===== src/rtl/pipelined_addsub.sv =====
// Pipelined two's-complement adder/subtractor: carry chain split into STAGES registered
// slices with a global-stall valid/ready handshake. Define ADDSUB_SAT_EN for the saturate port.
module pipelined_addsub #(
    parameter int WIDTH  = 64,
    parameter int STAGES = 4
) (
    input  logic             clk,
    input  logic             reset,
    input  logic             in_valid,
    output logic             in_ready,
    input  logic [WIDTH-1:0] a,
    input  logic [WIDTH-1:0] b,
    input  logic             sub,
`ifdef ADDSUB_SAT_EN
    input  logic             saturate,
`endif
    output logic             out_valid,
    input  logic             out_ready,
    output logic [WIDTH-1:0] result,
    output logic             negative,
    output logic             zero,
    output logic             carryout,
    output logic             overflow
);

    localparam int SW = WIDTH / STAGES;

    logic advance;

    assign advance  = !out_valid || out_ready;
    assign in_ready = advance;

    for (genvar k = 0; k < STAGES; k++) begin : stg
        // Stage k sees only the operand bits not yet consumed and the result bits already produced.
        localparam int IN_W = WIDTH - k * SW;
        localparam int LO   = (k + 1) * SW;

        logic [IN_W-1:0] a_i;
        logic [IN_W-1:0] bp_i;
        logic            c_i;
        logic            v_i;
`ifdef ADDSUB_SAT_EN
        logic            sat_i;
`endif
        logic [SW:0]     sum;
        logic [LO-1:0]   res_n;

        assign sum = {1'b0, a_i[SW-1:0]} + {1'b0, bp_i[SW-1:0]} + {{SW{1'b0}}, c_i};

        if (k == 0) begin : src
            assign a_i   = a;
            assign bp_i  = sub ? ~b : b;
            assign c_i   = sub;
            assign v_i   = in_valid;
`ifdef ADDSUB_SAT_EN
            assign sat_i = saturate;
`endif
            assign res_n = sum[SW-1:0];
        end else begin : src
            assign a_i   = stg[k-1].mid.a_q;
            assign bp_i  = stg[k-1].mid.bp_q;
            assign c_i   = stg[k-1].mid.c_q;
            assign v_i   = stg[k-1].mid.v_q;
`ifdef ADDSUB_SAT_EN
            assign sat_i = stg[k-1].mid.sat_q;
`endif
            assign res_n = {sum[SW-1:0], stg[k-1].mid.res_q};
        end

        if (k < STAGES - 1) begin : mid
            logic [IN_W-SW-1:0] a_q;
            logic [IN_W-SW-1:0] bp_q;
            logic [LO-1:0]      res_q;
            logic               c_q;
            logic               v_q;
`ifdef ADDSUB_SAT_EN
            logic               sat_q;
`endif

            always_ff @(posedge clk) begin
                if (reset) begin
                    v_q <= 1'b0;
                end else if (advance) begin
                    v_q <= v_i;
                end
            end

            always_ff @(posedge clk) begin
                if (advance) begin
                    a_q   <= a_i[IN_W-1:SW];
                    bp_q  <= bp_i[IN_W-1:SW];
                    res_q <= res_n;
                    c_q   <= sum[SW];
`ifdef ADDSUB_SAT_EN
                    sat_q <= sat_i;
`endif
                end
            end
        end else begin : fin
            logic             a_msb;
            logic             b_msb;
            logic             ovf_n;
            logic [WIDTH-1:0] res_f;

            assign a_msb = a_i[IN_W-1];
            assign b_msb = bp_i[IN_W-1];
            assign ovf_n = (a_msb == b_msb) && (res_n[WIDTH-1] != a_msb);
`ifdef ADDSUB_SAT_EN
            // Overflow direction follows A's sign: positive clamps to max, negative to min.
            assign res_f = (sat_i && ovf_n) ? {a_msb, {(WIDTH-1){~a_msb}}} : res_n;
`else
            assign res_f = res_n;
`endif

            always_ff @(posedge clk) begin
                if (reset) begin
                    out_valid <= 1'b0;
                    result    <= '0;
                    negative  <= 1'b0;
                    zero      <= 1'b0;
                    carryout  <= 1'b0;
                    overflow  <= 1'b0;
                end else if (advance) begin
                    out_valid <= v_i;
                    result    <= res_f;
                    negative  <= res_f[WIDTH-1];
                    zero      <= (res_f == '0);
                    carryout  <= sum[SW];
                    overflow  <= ovf_n;
                end
            end
        end
    end

endmodule


===== config.mk =====
export PLATFORM = sky130hd
export DESIGN_NAME = pipelined_addsub
export DESIGN_NICKNAME = d
export VERILOG_FILES = /design/src/rtl/pipelined_addsub.sv
export SDC_FILE = /design/constraint.sdc
export NUM_CORES = 1
export LEC_CHECK = 0
export CORE_ASPECT_RATIO = 1.2
export CORE_MARGIN = 5
export CORE_UTILIZATION = 59
export DETAILED_ROUTE_END_ITERATION = 12
export PLACE_DENSITY_LB_ADDON = 0.1
export SLEW_MARGIN = 20
export SYNTH_ARGS = -nofsm -noshare
export SYNTH_HDL_FRONTEND = slang
export SYNTH_SLANG_ARGS = --single-unit

===== constraint.sdc =====
create_clock -name clk -period 31.7 [get_ports clk]
set_input_delay 4.755 -clock clk [delete_from_list [all_inputs] [get_ports clk]]
set_output_delay 4.755 -clock clk [all_outputs]
set_load 0.01 [all_outputs]

==> impl_metrics.env, run 1 <==
export IMPL_status="finished clean"
export IMPL_crit_top_cell="clkdlybuf4s50_1"
export IMPL_slowest_stage="buf_4"
export IMPL_hp_class="reg -> reg"
export IMPL_ctsResizeCount=0
export IMPL_ys_seq_elements=362
export IMPL_cp_data_arrival_time_ps=7090
export IMPL_clock_tree_root_cell="clkbuf_16"
export IMPL_synth_xor_area_share_pct=6.622
export IMPL_fin_ws_ps=19850
export IMPL_total_power_mw=1.269
export IMPL_port_buffers=202
export IMPL_seq_area_frac_synth_pct=69.20
export IMPL_crit_path_start_kind="primary input"
export IMPL_synth_avg_cell_area_um2=13.86
export IMPL_min_period_ps=11850
export IMPL_crit_path_max_incr_delay_ps=640
export IMPL_track_usage_pct=19.27
export IMPL_hold_end="stg[1].mid.bp_q[2]$_DFFE_PP_"
export IMPL_dp_cells=1560
export IMPL_die_w_um=154
export IMPL_cts_tree="yes"
export IMPL_hp_start="stg[0].mid.bp_q[18]$_DFFE_PP_"
export IMPL_synth_compound_area_share_pct=8.250
export IMPL_place_congestion=0.8352
export IMPL_async_reset_ff_share_pct=0
export IMPL_path_class="in -> out"
export IMPL_nets=1473
export IMPL_timing_rr_start="out_valid$_SDFFE_PP0P_"
export IMPL_critPathCaptureType="primary output"
export IMPL_io_pins=203
export IMPL_synth_top_family_by_area="simple AND/OR/NAND/NOR gates"
export IMPL_drtPass1Iterations=5
export IMPL_antenna_found_initial=2
export IMPL_netlist_cell_type_count=54
export IMPL_fp_row_count=63
export IMPL_core_area_um2=24590
export IMPL_final_hold_viol_count=0
export IMPL_dr_first_iter_drc_count=511
export IMPL_numCtsBuffers=36
export IMPL_grt_pass1_vias=8618
export IMPL_drv_slew=0
export IMPL_htreeDepth=2
export IMPL_grt_pass1_wl_um=43280
export IMPL_die_area_um2=28150
export IMPL_grt_overflow=0
export IMPL_wl_per_cell_um=17.15
export IMPL_clk_latency_ps=500
export IMPL_routed_wl_um=27840
export IMPL_setup_viol=0
export IMPL_syn_instance_count=1059
export IMPL_cap_viol_max_count=0
export IMPL_initial_core_util_pct=59.70
export IMPL_r2r_cells=7
export IMPL_grt_max_degree=126
export IMPL_synth_warnings=0
export IMPL_synthToLayoutAreaGrowth_pct=24.05
export IMPL_clk_pin_slew_ps=60
export IMPL_instances_no_fill=1624
export IMPL_synth_ff_type="edfxtp_1"
export IMPL_drive_gt1_share_pct=5.774
export IMPL_fin_hold_ws_ps=417.7
export IMPL_drc=0
export IMPL_irDropWorstVdd_mv=0.04989
export IMPL_post_synth_and_or_nand_nor_area_fraction_pct=8.377
export IMPL_critical_path_cell_chain="clkdlybuf4s50_1 > nor2b_4 > buf_4 > inv_8 > clkdlybuf4s50_1"
export IMPL_finalSetupTns_ps=0
export IMPL_antenna_left=0
export IMPL_synth_nets=1259
export IMPL_rsz0062_at_grt="no"
export IMPL_holdPathStages=0
export IMPL_worstPathRequired_ps=26950
export IMPL_hold_buffers=0
export IMPL_r2r_end="result[16]$_SDFFE_PP0P_"
export IMPL_vias=8830
export IMPL_n_antenna_cell=0
export IMPL_clockBufferDepth=3
export IMPL_relSlewSlack_pct=34.61
export IMPL_postCtsSetupBuffers=0
export IMPL_skew_ps=13.53
export IMPL_synthMuxAreaShare_pct=0.07670
export IMPL_fmax_mhz=84.42
export IMPL_hpwl_um=19070
export IMPL_synth_edff_count=291
export IMPL_worst_pin_slew_ps=980.8
export IMPL_p_per_area_nw_per_um2=69.67
export IMPL_crit_fanout=125
export IMPL_viasPerCell=5.437
export IMPL_die_h_um=182.8
export IMPL_fin_crit_sh_pct=37.37
export IMPL_cts_sinks=362
export IMPL_mappedNetlistArea_um2=14680
export IMPL_p_leak_nw=7.011
export IMPL_pre_cts_ws_ps=19840
export IMPL_synthAdderAreaFrac_pct=6.068
export IMPL_worst_r2r_setup_slack_ps=27970
## sequential cells by signal, indices dropped and copies added (netlist names)
register / flops
stg.mid.a_q: 96
stg.mid.bp_q: 96
stg.mid.res_q: 96
result: 64
stg.mid.c_q: 3
stg.mid.v_q: 3
carryout: 1
out_valid: 1
overflow: 1
zero: 1
## routing by layer
metal  track usage (%)  share of wire [%]  vias to the layer above
li1                  -                  -                     4300
met1             24.41                 40                     4218
met2             33.36                 51                      255
met3             4.390                6.7                       53
met4             5.972                2.6                        4
met5                 0              0.090                        -
## synthesized netlist by cell type, drive strengths merged (2+ instances only)
cell	number	area [µm²]
nand2b	9	56.30
and3	6	37.54
nor2b	13	81.33
o31ai	3	22.52
o211ai	4	30.03
o22a	2	17.52
nand3	10	50.05
o31a	6	52.55
clkbuf	29	108.9
a21oi	101	505.5
or4	2	15.01
a211oi	7	52.55
o21bai	5	37.54
a21o	10	75.07
nand4	5	37.53
or3	2	12.51
dfxtp	71	1421
o21ai	19	95.09
buf	3	22.52
o41ai	5	43.79
nor4	15	93.84
o21a	8	60.06
nor3b	3	22.52
inv	19	71.32
nor3	15	75.07
a311oi	3	32.53
xor2	77	674.4
nor2	38	142.6
a31o	2	17.52
a211o	3	26.28
xnor2	34	297.8
fa	7	140.1
or2	5	31.28
nand2	144	540.5
edfxtp	291	8738
ha	60	750.7
a2111oi	3	26.28
a31oi	3	18.77
a21boi	6	45.04
## cell families (layout without fill, tap and decap cells)
kind of cell,Yosys count,count (layout)
DFF,362,362
buffers and inverters,52,292
adders and majority gates,67,67
xor gates and xnor gates,111,111
muxes,1,1
AOI/OAI and AO/OA,195,195
and+or+nand+nor,271,271
## power breakdown
part	internal (mW)	switching [mW]	total (mW)	leakage, nW
combinational	0.105	0.101	0.206	2.76
clock	0.252	0.163	0.415	0.586
sequential	0.611	0.0379	0.648	3.66
total	0.968	0.301	1.27	7.01
## critical path: cells and delay by family
| family | cells | cell delay (ps) |
|---|---|---|
| buffers and inverters | 4 | 2150 |
| and+or+nand+nor | 1 | 120 |
## cell usage in the layout, fill, tap and decap left out, drive strengths merged, types with 8 or more instances in the layout
cell / Yosys / routed
xnor2: 34 / 34
o21a: 8 / 8
xor2: 77 / 77
ha: 60 / 60
buf: 3 / 8
clkdlybuf4s50: 0 / 200
nor2b: 13 / 13
nor3: 15 / 15
nand2b: 9 / 9
a21o: 10 / 10
nor2: 38 / 38
edfxtp: 291 / 291
clkbuf: 29 / 54
nor4: 15 / 15
clkinv: 1 / 8
dfxtp: 71 / 71
o21ai: 19 / 19
a21oi: 101 / 101
nand2: 144 / 144
inv: 19 / 20
nand3: 10 / 10
## per-stage QoR
stage | util [%] | cell area, µm²
floorplan | - | 14680
global placement | 69.25 | 17030
detailed placement | 69.25 | 17030
CTS | 74.05 | 18210
global route | 74.05 | 18210
finish | 74.05 | 18210
## worst max-delay path by stage
stage / startpoint / endpoint / slack, ps / cells after the start
final: out_ready / in_ready / 19850 / 5
after global placement: out_ready / in_ready / 19860 / 5
after floorplan: out_ready / in_ready / 13660 / 4
after global routing: out_ready / in_ready / 19700 / 5
after detailed placement: out_ready / in_ready / 19840 / 5
after CTS: out_ready / in_ready / 19830 / 5
## cell type report
class	count	area, µm²
clock buffer	54	1082
tap	325	406.6
timing repair buffer	208	2059
fill	1637	6381
sequential	362	10160
multi-input combinational	645	4323
clock inverter	10	98.84
inverter	20	82.58
Note: power is estimated with default switching activity, not from simulation.
==> run 2, diff against run 1 <==
- CORE_UTILIZATION: 59 -> 55
- clock period: 31.7 -> 11.5 ns (I/O delays scaled with it)
==> run 2 against run 1 <==
  * Power grew to 2.7 times the previous value
  * Clock skew shrank 0.78 ps
  * Count of clock-buffer cells in the layout shrank 10
  * Sequential power grew to 2.7 times the previous value
  * Sequential share of layout area grew 0.054 points
==> impl_metrics.env, run 2 (same netlist as run 1, synthesis figures left out) <==
export IMPL_r2r_cells=8
export IMPL_routed_wl_um=27570
export IMPL_grt_pass1_vias=8741
export IMPL_port_buffers=202
export IMPL_gr_max_usage_layer="met2"
export IMPL_wl_per_cell_um=16.88
export IMPL_dr_first_iter_drc_count=449
export IMPL_cts_sinks=362
export IMPL_top_regs="stg.mid.a_q x96, stg.mid.bp_q x96, stg.mid.res_q x96"
export IMPL_ctsResizeCount=0
export IMPL_worstPathRequired_ps=9780
export IMPL_drc=0
export IMPL_crit_fanout=115
export IMPL_viasPerCell=5.355
export IMPL_core_area_um2=26350
export IMPL_vias=8750
export IMPL_pre_cts_ws_ps=5750
export IMPL_cp_data_arrival_time_ps=4010
export IMPL_critical_path_cell_chain="clkdlybuf4s50_1 > nor2b_4 > buf_4 > inv_8 > clkdlybuf4s50_1"
export IMPL_antenna_found_initial=1
export IMPL_holdPathStages=0
export IMPL_num_fill_cells=1913
export IMPL_hold_buffers=0
export IMPL_track_usage_pct=17.83
export IMPL_p_per_area_nw_per_um2=190.9
export IMPL_die_h_um=189.0
export IMPL_clk_latency_ps=500
export IMPL_p_leak_nw=6.997
export IMPL_final_cell_mix="291 x edfxtp_1, 200 x clkdlybuf4s50_1, 144 x nand2_1"
export IMPL_postLayoutCellArea_um2=18200
export IMPL_die_w_um=159.1
export IMPL_fp_row_count=65
export IMPL_synthToLayoutAreaGrowth_pct=23.93
export IMPL_slowest_stage="buf_4"
export IMPL_final_common_cell="edfxtp_1"
export IMPL_drv_slew=0
export IMPL_cap_viol_max_count=0
export IMPL_drtPass1Iterations=6
export IMPL_place_congestion=0.8264
export IMPL_setup_viol=0
export IMPL_critPathCaptureType="primary output"
export IMPL_hpwl_um=19120
export IMPL_nets=1473
export IMPL_drive_gt1_share_pct=5.851
export IMPL_crit_top_cell="clkdlybuf4s50_1"
export IMPL_relSlewSlack_pct=31.97
export IMPL_fin_ws_ps=5768
export IMPL_worst_pin_slew_ps=1021
export IMPL_instances_no_fill=1634
export IMPL_clockBufferDepth=3
export IMPL_rsz0062_at_grt="no"
export IMPL_grt_overflow=0
export IMPL_min_period_ps=5732
export IMPL_numCtsBuffers=36
export IMPL_skew_ps=12.75
export IMPL_use_met1_pct=20.93
export IMPL_placed_area_um2=17040
export IMPL_initial_core_util_pct=55.72
export IMPL_globalRouteMet2Util_pct=31.66
export IMPL_hp_class="reg -> reg"
export IMPL_grt_pass1_wl_um=43280
export IMPL_postCtsSetupBuffers=0
export IMPL_antenna_left=0
export IMPL_total_power_mw=3.474
export IMPL_grt_max_degree=116
export IMPL_clk_pin_slew_ps=60
export IMPL_die_area_um2=30070
export IMPL_final_hold_viol_count=0
export IMPL_status="finished clean"
export IMPL_regArea_um2=10160
export IMPL_multi_input_area_um2=4323
export IMPL_clock_tree_root_cell="clkbuf_16"
export IMPL_htreeDepth=2
export IMPL_io_pins=203
export IMPL_crit_path_max_incr_delay_ps=610
export IMPL_use_met3_pct=5.073
export IMPL_n_antenna_cell=0
export IMPL_dp_cells=1570
export IMPL_path_class="in -> out"
export IMPL_fmax_mhz=174.5
export IMPL_irDropWorstVdd_mv=0.1032
export IMPL_fin_crit_sh_pct=49.84
export IMPL_cts_tree="yes"
export IMPL_crit_path_start_kind="primary input"
export IMPL_finalSetupTns_ps=0
==> run 2: area by class of cell <==
cell class                      count  share of cell area (%)
Sequential cell                   362                   55.84
Multi-Input combinational cell    645                   23.76
Timing Repair Buffer              208                   11.34
Clock buffer                       44                   5.343
Tap cell                          335                   2.304
Clock inverter                     20                  0.9627
Inverter                           20                  0.4539
==> run 2: path summary, 6_finish.rpt <==
check                                                    start                             end  slack [ps]
worst max-delay path                                 out_ready                        in_ready        5770
worst min-delay path            stg[1].mid.res_q[20]$_DFFE_PP_  stg[2].mid.res_q[20]$_DFFE_PP_         410
worst max register to register     stg[2].mid.a_q[0]$_DFFE_PP_               zero$_SDFFE_PP0P_        8370
worst min register to register  stg[1].mid.res_q[20]$_DFFE_PP_  stg[2].mid.res_q[20]$_DFFE_PP_         410
==> run 2: routing by layer <==
| metal | wire length (µm) | vias up |
|---|---|---|
| met3 | 2034 | 58 |
| met1 | 10520 | 4131 |
| li1 | - | 4307 |
| met4 | 821 | 2 |
| met2 | 14180 | 252 |
| met5 | 13 | - |
==> run 2: critical path: cells and delay by family <==
family                 cells  cell delay, ps
buffers and inverters      4            2070
AND/OR/NAND/NOR            1             110
==> run 2: report_power, final <==
group          leakage, nW  internal, mW  switching [mW]
sequential            3.66          1.68           0.102
clock                0.570         0.668           0.454
combinational         2.77         0.289           0.278
==> run 2: through the flow <==
stage               util, %  hold slack, ps
floorplan                 -           400.3
global placement      64.68           400.9
detailed placement    64.68           404.5
CTS                   69.04           411.6
global route          69.05           414.2
finish                69.05           413.0
